**src/rtl/cpu_pkg.sv**
```systemverilog
// cpu_pkg: shared widths and types for the register arbiter slice.
// Ports: none (package). Holds data/index/pending-count types and an x0 helper.
// Imported by register_arbiter_if, register_file and register_arbiter.
package cpu_pkg;

  localparam int DATA_WIDTH              = 32;
  localparam int NUM_REGISTERS           = 32;
  localparam int REGISTER_INDEXING_WIDTH = $clog2(NUM_REGISTERS);
  localparam int PENDING_WIDTH           = 2;

  typedef logic [DATA_WIDTH-1:0]              data_t;
  typedef logic [REGISTER_INDEXING_WIDTH-1:0] reg_idx_t;
  typedef logic [PENDING_WIDTH-1:0]           pending_t;

  // Largest number of in-flight writers a register can track.
  localparam pending_t PENDING_MAX = '1;

  // x0 is hardwired zero and never tracked.
  function automatic logic is_x0(reg_idx_t idx);
    return idx == '0;
  endfunction

endpackage

```
**src/rtl/register_arbiter_if.sv**
```systemverilog
// register_arbiter_if: bundle of issue, writeback and read-port signals.
// Ports: master = decode/retire side driving requests; slave = arbiter
// answering with issue_ready, read data, contention flags and underflow_error.
interface register_arbiter_if;
  import cpu_pkg::*;

  logic     issue_valid;
  reg_idx_t issue_rd;
  logic     issue_ready;

  logic     writeback_valid;
  reg_idx_t writeback_rd;
  data_t    writeback_data;

  reg_idx_t read_1;
  reg_idx_t read_2;
  data_t    read_1_data;
  data_t    read_2_data;
  logic     read_1_contended;
  logic     read_2_contended;

  logic     underflow_error;

  modport master (
    output issue_valid, issue_rd, writeback_valid, writeback_rd, writeback_data,
           read_1, read_2,
    input  issue_ready, read_1_data, read_2_data, read_1_contended,
           read_2_contended, underflow_error
  );

  modport slave (
    input  issue_valid, issue_rd, writeback_valid, writeback_rd, writeback_data,
           read_1, read_2,
    output issue_ready, read_1_data, read_2_data, read_1_contended,
           read_2_contended, underflow_error
  );

endinterface

```
**src/rtl/register_file.sv**
```systemverilog
// register_file: 32 x 32-bit storage, two combinational reads, one write port.
// Ports: clk, rst (sync, active-high clear of all entries), write_en/addr/data,
// read_addr_1/2 -> read_data_1/2. Writes to x0 are dropped and x0 reads zero.
module register_file
  import cpu_pkg::*;
(
  input  logic     clk,
  input  logic     rst,
  input  logic     write_en,
  input  reg_idx_t write_addr,
  input  data_t    write_data,
  input  reg_idx_t read_addr_1,
  input  reg_idx_t read_addr_2,
  output data_t    read_data_1,
  output data_t    read_data_2
);

  data_t mem [NUM_REGISTERS];

  always_ff @(posedge clk) begin
    if (rst) begin
      for (int i = 0; i < NUM_REGISTERS; i++) begin
        mem[i] <= '0;
      end
    end else if (write_en && !is_x0(write_addr)) begin
      mem[write_addr] <= write_data;
    end
  end

  assign read_data_1 = is_x0(read_addr_1) ? '0 : mem[read_addr_1];
  assign read_data_2 = is_x0(read_addr_2) ? '0 : mem[read_addr_2];

endmodule

```
**src/rtl/register_arbiter.sv**
```systemverilog
// register_arbiter: scoreboard of pending writers per register plus storage.
// Ports: clk, rst (sync, active-high), bus (register_arbiter_if.slave).
// Optional macro REGISTER_ARBITER_BYPASS_EN forwards a retiring value to a
// reader in the same cycle when it clears the last pending writer.
module register_arbiter
  import cpu_pkg::*;
(
  input  logic               clk,
  input  logic               rst,
  register_arbiter_if.slave  bus
);

  pending_t pending      [NUM_REGISTERS];
  pending_t pending_next [NUM_REGISTERS];
  logic     underflow_q;

  logic     wb_live;
  logic     wb_same_issue;
  logic     issue_ready;
  logic     issue_accept;
  logic     underflow_hit;
  logic     bypass_1;
  logic     bypass_2;
  data_t    rf_data_1;
  data_t    rf_data_2;

  // Writebacks to x0 have no effect on anything, including the error flag.
  assign wb_live       = bus.writeback_valid && !is_x0(bus.writeback_rd);
  assign wb_same_issue = wb_live && (bus.writeback_rd == bus.issue_rd);

  // A full counter can still accept an issue when the same register retires
  // this cycle, since the net count does not move.
  assign issue_ready   = !rst && ((pending[bus.issue_rd] != PENDING_MAX) || wb_same_issue);
  assign issue_accept  = bus.issue_valid && issue_ready && !is_x0(bus.issue_rd);
  assign underflow_hit = wb_live && (pending[bus.writeback_rd] == '0);

  always_comb begin
    pending_next = pending;
    if (issue_accept && !wb_same_issue) begin
      pending_next[bus.issue_rd] = pending[bus.issue_rd] + 1'b1;
    end
    // Same-register issue+retire cancels; a retire at zero saturates at zero.
    if (wb_live && !(issue_accept && wb_same_issue) && !underflow_hit) begin
      pending_next[bus.writeback_rd] = pending[bus.writeback_rd] - 1'b1;
    end
  end

  always_ff @(posedge clk) begin
    if (rst) begin
      for (int i = 0; i < NUM_REGISTERS; i++) begin
        pending[i] <= '0;
      end
      underflow_q <= 1'b0;
    end else begin
      pending     <= pending_next;
      underflow_q <= underflow_q || underflow_hit;
    end
  end

  register_file u_register_file (
    .clk         (clk),
    .rst         (rst),
    .write_en    (bus.writeback_valid && !rst),
    .write_addr  (bus.writeback_rd),
    .write_data  (bus.writeback_data),
    .read_addr_1 (bus.read_1),
    .read_addr_2 (bus.read_2),
    .read_data_1 (rf_data_1),
    .read_data_2 (rf_data_2)
  );

`ifdef REGISTER_ARBITER_BYPASS_EN
  // Only the last outstanding writer makes the value final; wb_live already
  // excludes x0 so the read index is non-zero whenever this fires.
  assign bypass_1 = wb_live && (bus.writeback_rd == bus.read_1) &&
                    (pending[bus.read_1] == pending_t'(1));
  assign bypass_2 = wb_live && (bus.writeback_rd == bus.read_2) &&
                    (pending[bus.read_2] == pending_t'(1));
`else
  assign bypass_1 = 1'b0;
  assign bypass_2 = 1'b0;
`endif

  assign bus.issue_ready      = issue_ready;
  assign bus.read_1_data      = bypass_1 ? bus.writeback_data : rf_data_1;
  assign bus.read_2_data      = bypass_2 ? bus.writeback_data : rf_data_2;
  assign bus.read_1_contended = rst || ((pending[bus.read_1] != '0) && !bypass_1);
  assign bus.read_2_contended = rst || ((pending[bus.read_2] != '0) && !bypass_2);
  assign bus.underflow_error  = underflow_q;

endmodule
```
**src/flat_wrapper.sv**
```systemverilog
// flat-port wrapper written by rule: the top's interface ports become plain ports
module register_arbiter_flat import cpu_pkg::*;
  (clk, rst, bus_issue_valid, bus_issue_rd, bus_writeback_valid, bus_writeback_rd, bus_writeback_data, bus_read_1, bus_read_2, bus_issue_ready, bus_read_1_data, bus_read_2_data, bus_read_1_contended, bus_read_2_contended, bus_underflow_error);
  register_arbiter_if bus_i ();
  input  logic clk;
  input  logic rst;
  input wire logic [$bits(bus_i.issue_valid)-1:0] bus_issue_valid;
  input wire logic [$bits(bus_i.issue_rd)-1:0] bus_issue_rd;
  input wire logic [$bits(bus_i.writeback_valid)-1:0] bus_writeback_valid;
  input wire logic [$bits(bus_i.writeback_rd)-1:0] bus_writeback_rd;
  input wire logic [$bits(bus_i.writeback_data)-1:0] bus_writeback_data;
  input wire logic [$bits(bus_i.read_1)-1:0] bus_read_1;
  input wire logic [$bits(bus_i.read_2)-1:0] bus_read_2;
  output wire logic [$bits(bus_i.issue_ready)-1:0] bus_issue_ready;
  output wire logic [$bits(bus_i.read_1_data)-1:0] bus_read_1_data;
  output wire logic [$bits(bus_i.read_2_data)-1:0] bus_read_2_data;
  output wire logic [$bits(bus_i.read_1_contended)-1:0] bus_read_1_contended;
  output wire logic [$bits(bus_i.read_2_contended)-1:0] bus_read_2_contended;
  output wire logic [$bits(bus_i.underflow_error)-1:0] bus_underflow_error;
  assign bus_i.issue_valid = bus_issue_valid;
  assign bus_i.issue_rd = bus_issue_rd;
  assign bus_i.writeback_valid = bus_writeback_valid;
  assign bus_i.writeback_rd = bus_writeback_rd;
  assign bus_i.writeback_data = bus_writeback_data;
  assign bus_i.read_1 = bus_read_1;
  assign bus_i.read_2 = bus_read_2;
  assign bus_issue_ready = bus_i.issue_ready;
  assign bus_read_1_data = bus_i.read_1_data;
  assign bus_read_2_data = bus_i.read_2_data;
  assign bus_read_1_contended = bus_i.read_1_contended;
  assign bus_read_2_contended = bus_i.read_2_contended;
  assign bus_underflow_error = bus_i.underflow_error;
  register_arbiter u_core (.clk(clk), .rst(rst), .bus(bus_i));
endmodule
```
**config.mk**
```make
export PLATFORM = sky130hd
export DESIGN_NAME = register_arbiter_flat
export DESIGN_NICKNAME = d
export VERILOG_FILES = /design/src/rtl/cpu_pkg.sv /design/src/rtl/register_arbiter_if.sv /design/src/rtl/register_file.sv /design/src/rtl/register_arbiter.sv /design/src/flat_wrapper.sv
export SDC_FILE = /design/constraint.sdc
export NUM_CORES = 2
export LEC_CHECK = 0
export BUFFER_PORTS_ARGS = -buffer_cell sky130_fd_sc_hd__buf_2
export CAP_MARGIN = 10
export CORE_MARGIN = 2
export CORE_UTILIZATION = 40
export DETAILED_ROUTE_END_ITERATION = 6
export SYNTH_ARGS = -nofsm -noshare
export SYNTH_HDL_FRONTEND = slang
export SYNTH_SLANG_ARGS = --single-unit
export TNS_END_PERCENT = 5
```
**constraint.sdc**
```tcl
create_clock -name clk -period 5.9 [get_ports clk]
set_input_delay 1.18 -clock clk [delete_from_list [all_inputs] [get_ports clk]]
set_output_delay 1.18 -clock clk [all_outputs]
set_load 0.02 [all_outputs]
```
---- Yosys cells after proc, flatten, opt, wreduce, memory -nomap -nowiden ----
Memories as Yosys holds them, arrays and structs flattened.
Index checks and enable logic that the tools add are counted.
operators by class
  order comparisons ....................... 6
  add/subtract/negate cells ............... 2
  muxes and demuxes ....................... 30
  reduce and logical (&&, ||, !) cells .... 32
  bitwise gates (word level) .............. 4
  equality and inequality tests ........... 2
operators with widths
  operator                                                   number
  bitwise mux 64 bit                                         2
  two-way mux 64 bit                                         2
  two-way mux 32 bit                                         3
  binary-select mux 2 bit (select 5 bit)                     4
  OR reduction 32 bit                                        1
  greater-or-equal comparator 6 bit (second input constant)  4
  inverter 5 -> 6 bit                                        4
  demux 2 bit (select 5 bit)                                 2
  zero test 5 bit                                            4
  two-way mux 2 bit                                          10
  logical AND 1 bit                                          14
  < comparator 6 x 1 -> 1 bit (second input constant)        2
  zero test 1 bit                                            6
  two-way mux 1 bit                                          6
  == test 5 bit                                              1
  two-way mux 5 bit                                          1
  logical OR 1 bit                                           4
  nonzero test 2 bit                                         2
  adder 2 x 1 -> 2 bit (second input constant)               1
  zero test 2 bit                                            1
  inequality test 2 bit (second input constant)              1
  subtractor 2 x 1 -> 2 bit (second input constant)          1
word-level totals
  register bits ........................... 65
  memories kept ........................... 1
  output and inout port bits .............. 68
  bits in writable memories ............... 1,024
memories
  name                        words  width  read ports  clocked after memory_dff  wr ports  RTL line             RTL
  u_core.u_register_file.mem  32     32     2           0                         32        register_file.sv:18  data_t mem [NUM_REGISTERS];

---- Longest topological paths before layout ----
  depth after elaboration ................. 14
  mapped depth ............................ 15
  mapped depth without buffers ............ 12

---- Cells and area by module ----
Synthesis repeated with hierarchy kept, for this count alone.
second synthesis, totals
  cell total of the unflattened synthesis .. 4,165
  area total of the unflattened synthesis .. 59,822.4 µm²
by module, submodules not included
  module            area an instance (µm²)  instances  cells an instance
  register_file     54,252.0                1          3,502
  register_arbiter  5,570.3                 1          663

---- Worst setup path after synthesis ----
OpenSTA, ideal clock, no wires.
  path kind ............................... input-to-reg
  start point ............................. input bus_issue_rd[0]
  end point ............................... register u_core.pending[50] (netlist bit)
  data arrival time ....................... 4.697 ns
  setup slack ............................. 1.066 ns
  path buffers ............................ 4
  library setup time ...................... 0.137 ns
  stages on the path ...................... 14
  required time ........................... 5.763 ns
  cells stage by stage .................... buf_2 -> buf_2 -> clkbuf_1 -> mux4_2 -> nor2b_1 -> a21oi_1 -> o2111ai_1 -> ha_1 -> or4b_2 -> a31oi_4 -> buf_4 -> nand2_1 -> a221oi_1 -> a211oi_1
between the ends
  word-level cells in the longest chain between the ends .. 14
  elaborated cells between the ends (all ways) .. 29
RTL lines
  element                                               RTL line                                        RTL
  start, declared                                       flat_wrapper.sv:8                               input wire logic [$bits(bus_i.issue_rd)-1:0] bus_issue_rd;
  inverter 5 -> 6 bit (implied by the code)             register_arbiter.sv:33, register_arbiter.sv:40
  binary-select mux 2 bit (select 5 bit)                register_arbiter.sv:33, register_arbiter.sv:40
  two-way mux 2 bit (implied by the code) (2 in a row)  register_arbiter.sv:33, register_arbiter.sv:40
  inequality test 2 bit                                 register_arbiter.sv:33                          assign issue_ready = !rst && ((pending[bus.issue_rd] != PENDING_MAX) || wb_same_issue);
  logical OR 1 bit                                      register_arbiter.sv:33
  logical AND 1 bit                                     register_arbiter.sv:33
  logical AND 1 bit (2 in a row)                        register_arbiter.sv:34                          assign issue_accept = bus.issue_valid && issue_ready && !is_x0(bus.issue_rd);
  logical AND 1 bit                                     register_arbiter.sv:43                          if (wb_live && !(issue_accept && wb_same_issue) && !underflow_hit) begin
  zero test 1 bit                                       register_arbiter.sv:43
  logical AND 1 bit (2 in a row)                        register_arbiter.sv:43
  two-way mux 64 bit (*)                                register_arbiter.sv:43
  end signal, assigned                                  register_arbiter.sv:55                          pending <= pending_next;
  end, declared                                         register_arbiter.sv:13                          pending_t pending [NUM_REGISTERS];
Every way passes the cells marked *; elsewhere a longest branch is shown, timed or not. The select of a mux whose other input is x is not followed.
A chain may end at the register's enable or synchronous reset.

---- Worst setup path in the final report ----
  start point ............................. input bus_read_1[0]
  end point ............................... output bus_read_1_data[0]
between the ends
  word-level cells in the longest chain between the ends .. 2
  elaborated cells between the ends (all ways) .. 3
RTL lines
  element                                                       RTL line             RTL
  start, declared                                               flat_wrapper.sv:12   input wire logic [$bits(bus_i.read_1)-1:0] bus_read_1;
  memory read (32 x 32 bit) or zero test 5 bit (tied branches)  -
  two-way mux 32 bit (*)                                        register_file.sv:30  assign read_data_1 = is_x0(read_addr_1) ? '0 : mem[read_addr_1];
  end, declared                                                 flat_wrapper.sv:15   output wire logic [$bits(bus_i.read_1_data)-1:0] bus_read_1_data;
Every way passes the cells marked *; elsewhere a longest branch is shown, timed or not.

==> summary.txt <==
Outcome - complete, no violations
Seq/Total Area, Yosys - 0.539
Largest net degree at the start of global routing - 89
PortBufs - 123
CTS tree - yes
Register Area - 0.0321 sq mm
Slew @ Worst Pin - 1.26 ns
Final Hold Fails - 0
First-pass GRT wire length - 287 mm
Synth warn - 0
CP Class - in2out
Share of the synthesized area in the top cell type - 0.517
Top cells by area, synth - edfxtp_1 (52%), mux4_2 (25%), and2_1 (10%), dfxtp_1 (2.2%), clkbuf_1 (2.1%)
Initial antenna violation count - 26
Worst setup EP type - primary output
Final Critical Period - 5.16 ns
Routed WL - 204 mm
Pre-CTS setup slack - 0.704 ns
Via density - 6.40
Finish-stage setup viols - 0
Setup WS post-layout - 0.736 ns
H-tree depth - 3
Pwr Density - 286 mW/mm^2
Worst path arrival time - 3.98 ns
Prevailing post-synth register cell - edfxtp_1
Avg WL per Cell - 34.5 um
Post-synth EDFFs - 1024
Area Overhead vs Synth - 12.6%
Startpoint class of the critical path - input port
Hold crit path type - reg2reg
Most frequent cells after synthesis - edfxtp_1 (1024), and2_1 (996), mux4_2 (662)
DR top layer - met5
Pins Over Slew Limit - 0
Reg clk slew, reported paths - 0.07 ns
Number of global-route vias before repair - 37300
CTS buffer count - 115
Worst VDD drop - 260 uV
Starting Density - 0.402
Met3 routed WL - 21.9 mm
FMAX - 194 MHz
TNS Setup - 0 ns
Hold_buf cts - 0
LEAKAGE - 22.7 nW
Root buffer cell - clkbuf_16
Final nets - 3942
Library cells used by synthesis - 66
Die height - 389 um
Post-Syn Instances - 3858
Area post-placement - 0.0631 sq mm
Drt pass-1 iters - 6
Tot Pwr - 19.1 mW
Fin crit share - 0.875
Clock tree sinks - 1089
Area of the multi-input gates - 0.0261 sq mm
Required @ worst endpoint - 4.72 ns
FF+latch count, synth - 1089
Bufs on Longest Clock Path - 3
Asr flop ratio synth - 0
Clock Skew - 0.0218 ns
Post-DP HPWL - 119 mm
Cell accounting for the most synthesized area - edfxtp_1
M1 WL - 80.1 mm
Core ar. - 0.148 sq mm
1st-iter DRT viols - 5988
Slew Limit Headroom - 0.162
Gr usage total - 0.269
Top-count cell post-synth - edfxtp_1
Worst-Skew Late Latency - 0.75 ns
Post-route ant nets - 0
Synth Cell Area - 0.0594 sq mm
Critical Path Fanout Max - 42
Metal2 WL - 95.1 mm
Die width - 389 um
Post-CTS sizing - 0
Gp weighted congestion - 0.924
Post-CTS setup buffer count - 0
GRT Residual Overflow - 0
Via count - 37900
# Max-Cap Violations - 0
# DRC - 0
RSZ-0062 raised after global routing - no
I/O pins - 124
DIE AREA - 0.152 sq mm
Layout cell share with drive strength beyond 1 - 0.305
Syn_area_per_cell - 15.4 sq um
Design Area, Final - 0.0669 sq mm
Filler cells - 12700
Row count - 141
-- layout by cell type, fill, tap and decap left out, types with 16 or more instances in the layout --
| cell | synthesis | layout |
|---|---|---|
| edfxtp_1 | 1024 | 1024 |
| and2_1 | 996 | 996 |
| mux4_2 | 662 | 662 |
| buf_4 | 2 | 138 |
| clkbuf_16 | 0 | 115 |
| buf_2 | 48 | 113 |
| mux2i_1 | 110 | 110 |
| nor2_1 | 134 | 101 |
| dfxtp_1 | 65 | 65 |
| nor3_1 | 53 | 53 |
| a21oi_1 | 44 | 44 |
| buf_12 | 0 | 42 |
| a211oi_1 | 37 | 37 |
| or2_2 | 35 | 35 |
| nand2_1 | 34 | 34 |
| nor2_4 | 0 | 33 |
| nand3_1 | 32 | 32 |
| conb_1 | 1 | 32 |
| clkinv_1 | 0 | 30 |
| clkbuf_1 | 330 | 25 |
| a221oi_1 | 19 | 19 |
| and3_1 | 19 | 19 |
| bufinv_16 | 0 | 16 |
| clkinv_2 | 0 | 16 |
-- routing by layer --
layer	up-vias	global-route usage
met5	-	0
li1	15000	-
met3	416	0.0593
met4	8	0.0899
met1	20000	0.375
met2	2442	0.418
-- power by group --
group	total [mW]	internal [mW]	switching, mW
clock	7.52	4.30	3.22
sequential	9.04	8.85	0.197
combinational	2.55	1.09	1.46
total	19.1	14.2	4.88
-- state kept, by name, summed over array words and instances (netlist names) --
name,count
u_core.bus.underflow_error,1
u_core.pending,64
u_core.u_register_file.mem,1024
-- worst max-delay path: stages --
cell     delay, ns
buf_8         0.44
buf_4         0.35
buf_4         0.26
mux4_2        0.54
mux4_2        0.47
mux2i_1       0.38
nor2_1        0.07
buf_2         0.21
-- final cells by class --
type                       instances  share of cell area
clock inverter                    69              0.0121
inverter                           3            0.000243
clock buffer                     142              0.0448
tap                             1930              0.0361
timing repair buffer             299              0.0377
antenna                            9            0.000337
sequential                      1089               0.479
multi-input combinational       2376               0.390
-- cells by family after synthesis --
kind of cell             share of synthesized area
AND/OR/NAND/NOR                              0.135
other                                    0.0000631
buffers and inverters                       0.0281
multiplexers                                 0.272
adder cells (fa/ha/maj)                   0.000421
AO/OA/AOI/OAI                               0.0242
XOR/XNOR                                  0.000737
flip-flops                                   0.539
-- stage by stage --
stage	cells	utilization	hold WS (ns)
5_1_grt	5913	0.453	0.515
3_3_place_gp	5697	0.427	0.505
6_report	5917	0.453	0.490
3_5_place_dp	5697	0.427	0.468
2_1_floorplan	3889	-	0.476
4_1_cts	5908	0.453	0.486
-- path summary, 6_finish.rpt --
check | startpoint | end | slack, ns | cells after the start
max | bus_read_1[0] | bus_read_1_data[0] | 0.74 | 8
min | u_core.bus.underflow_error | u_core.bus.underflow_error | 0.49 | 2
max reg2reg | u_core.pending[20] | u_core.pending[18] | 2.17 | 10
min reg2reg | u_core.bus.underflow_error | u_core.bus.underflow_error | 0.49 | 2
(Power assumes the default switching activity.)
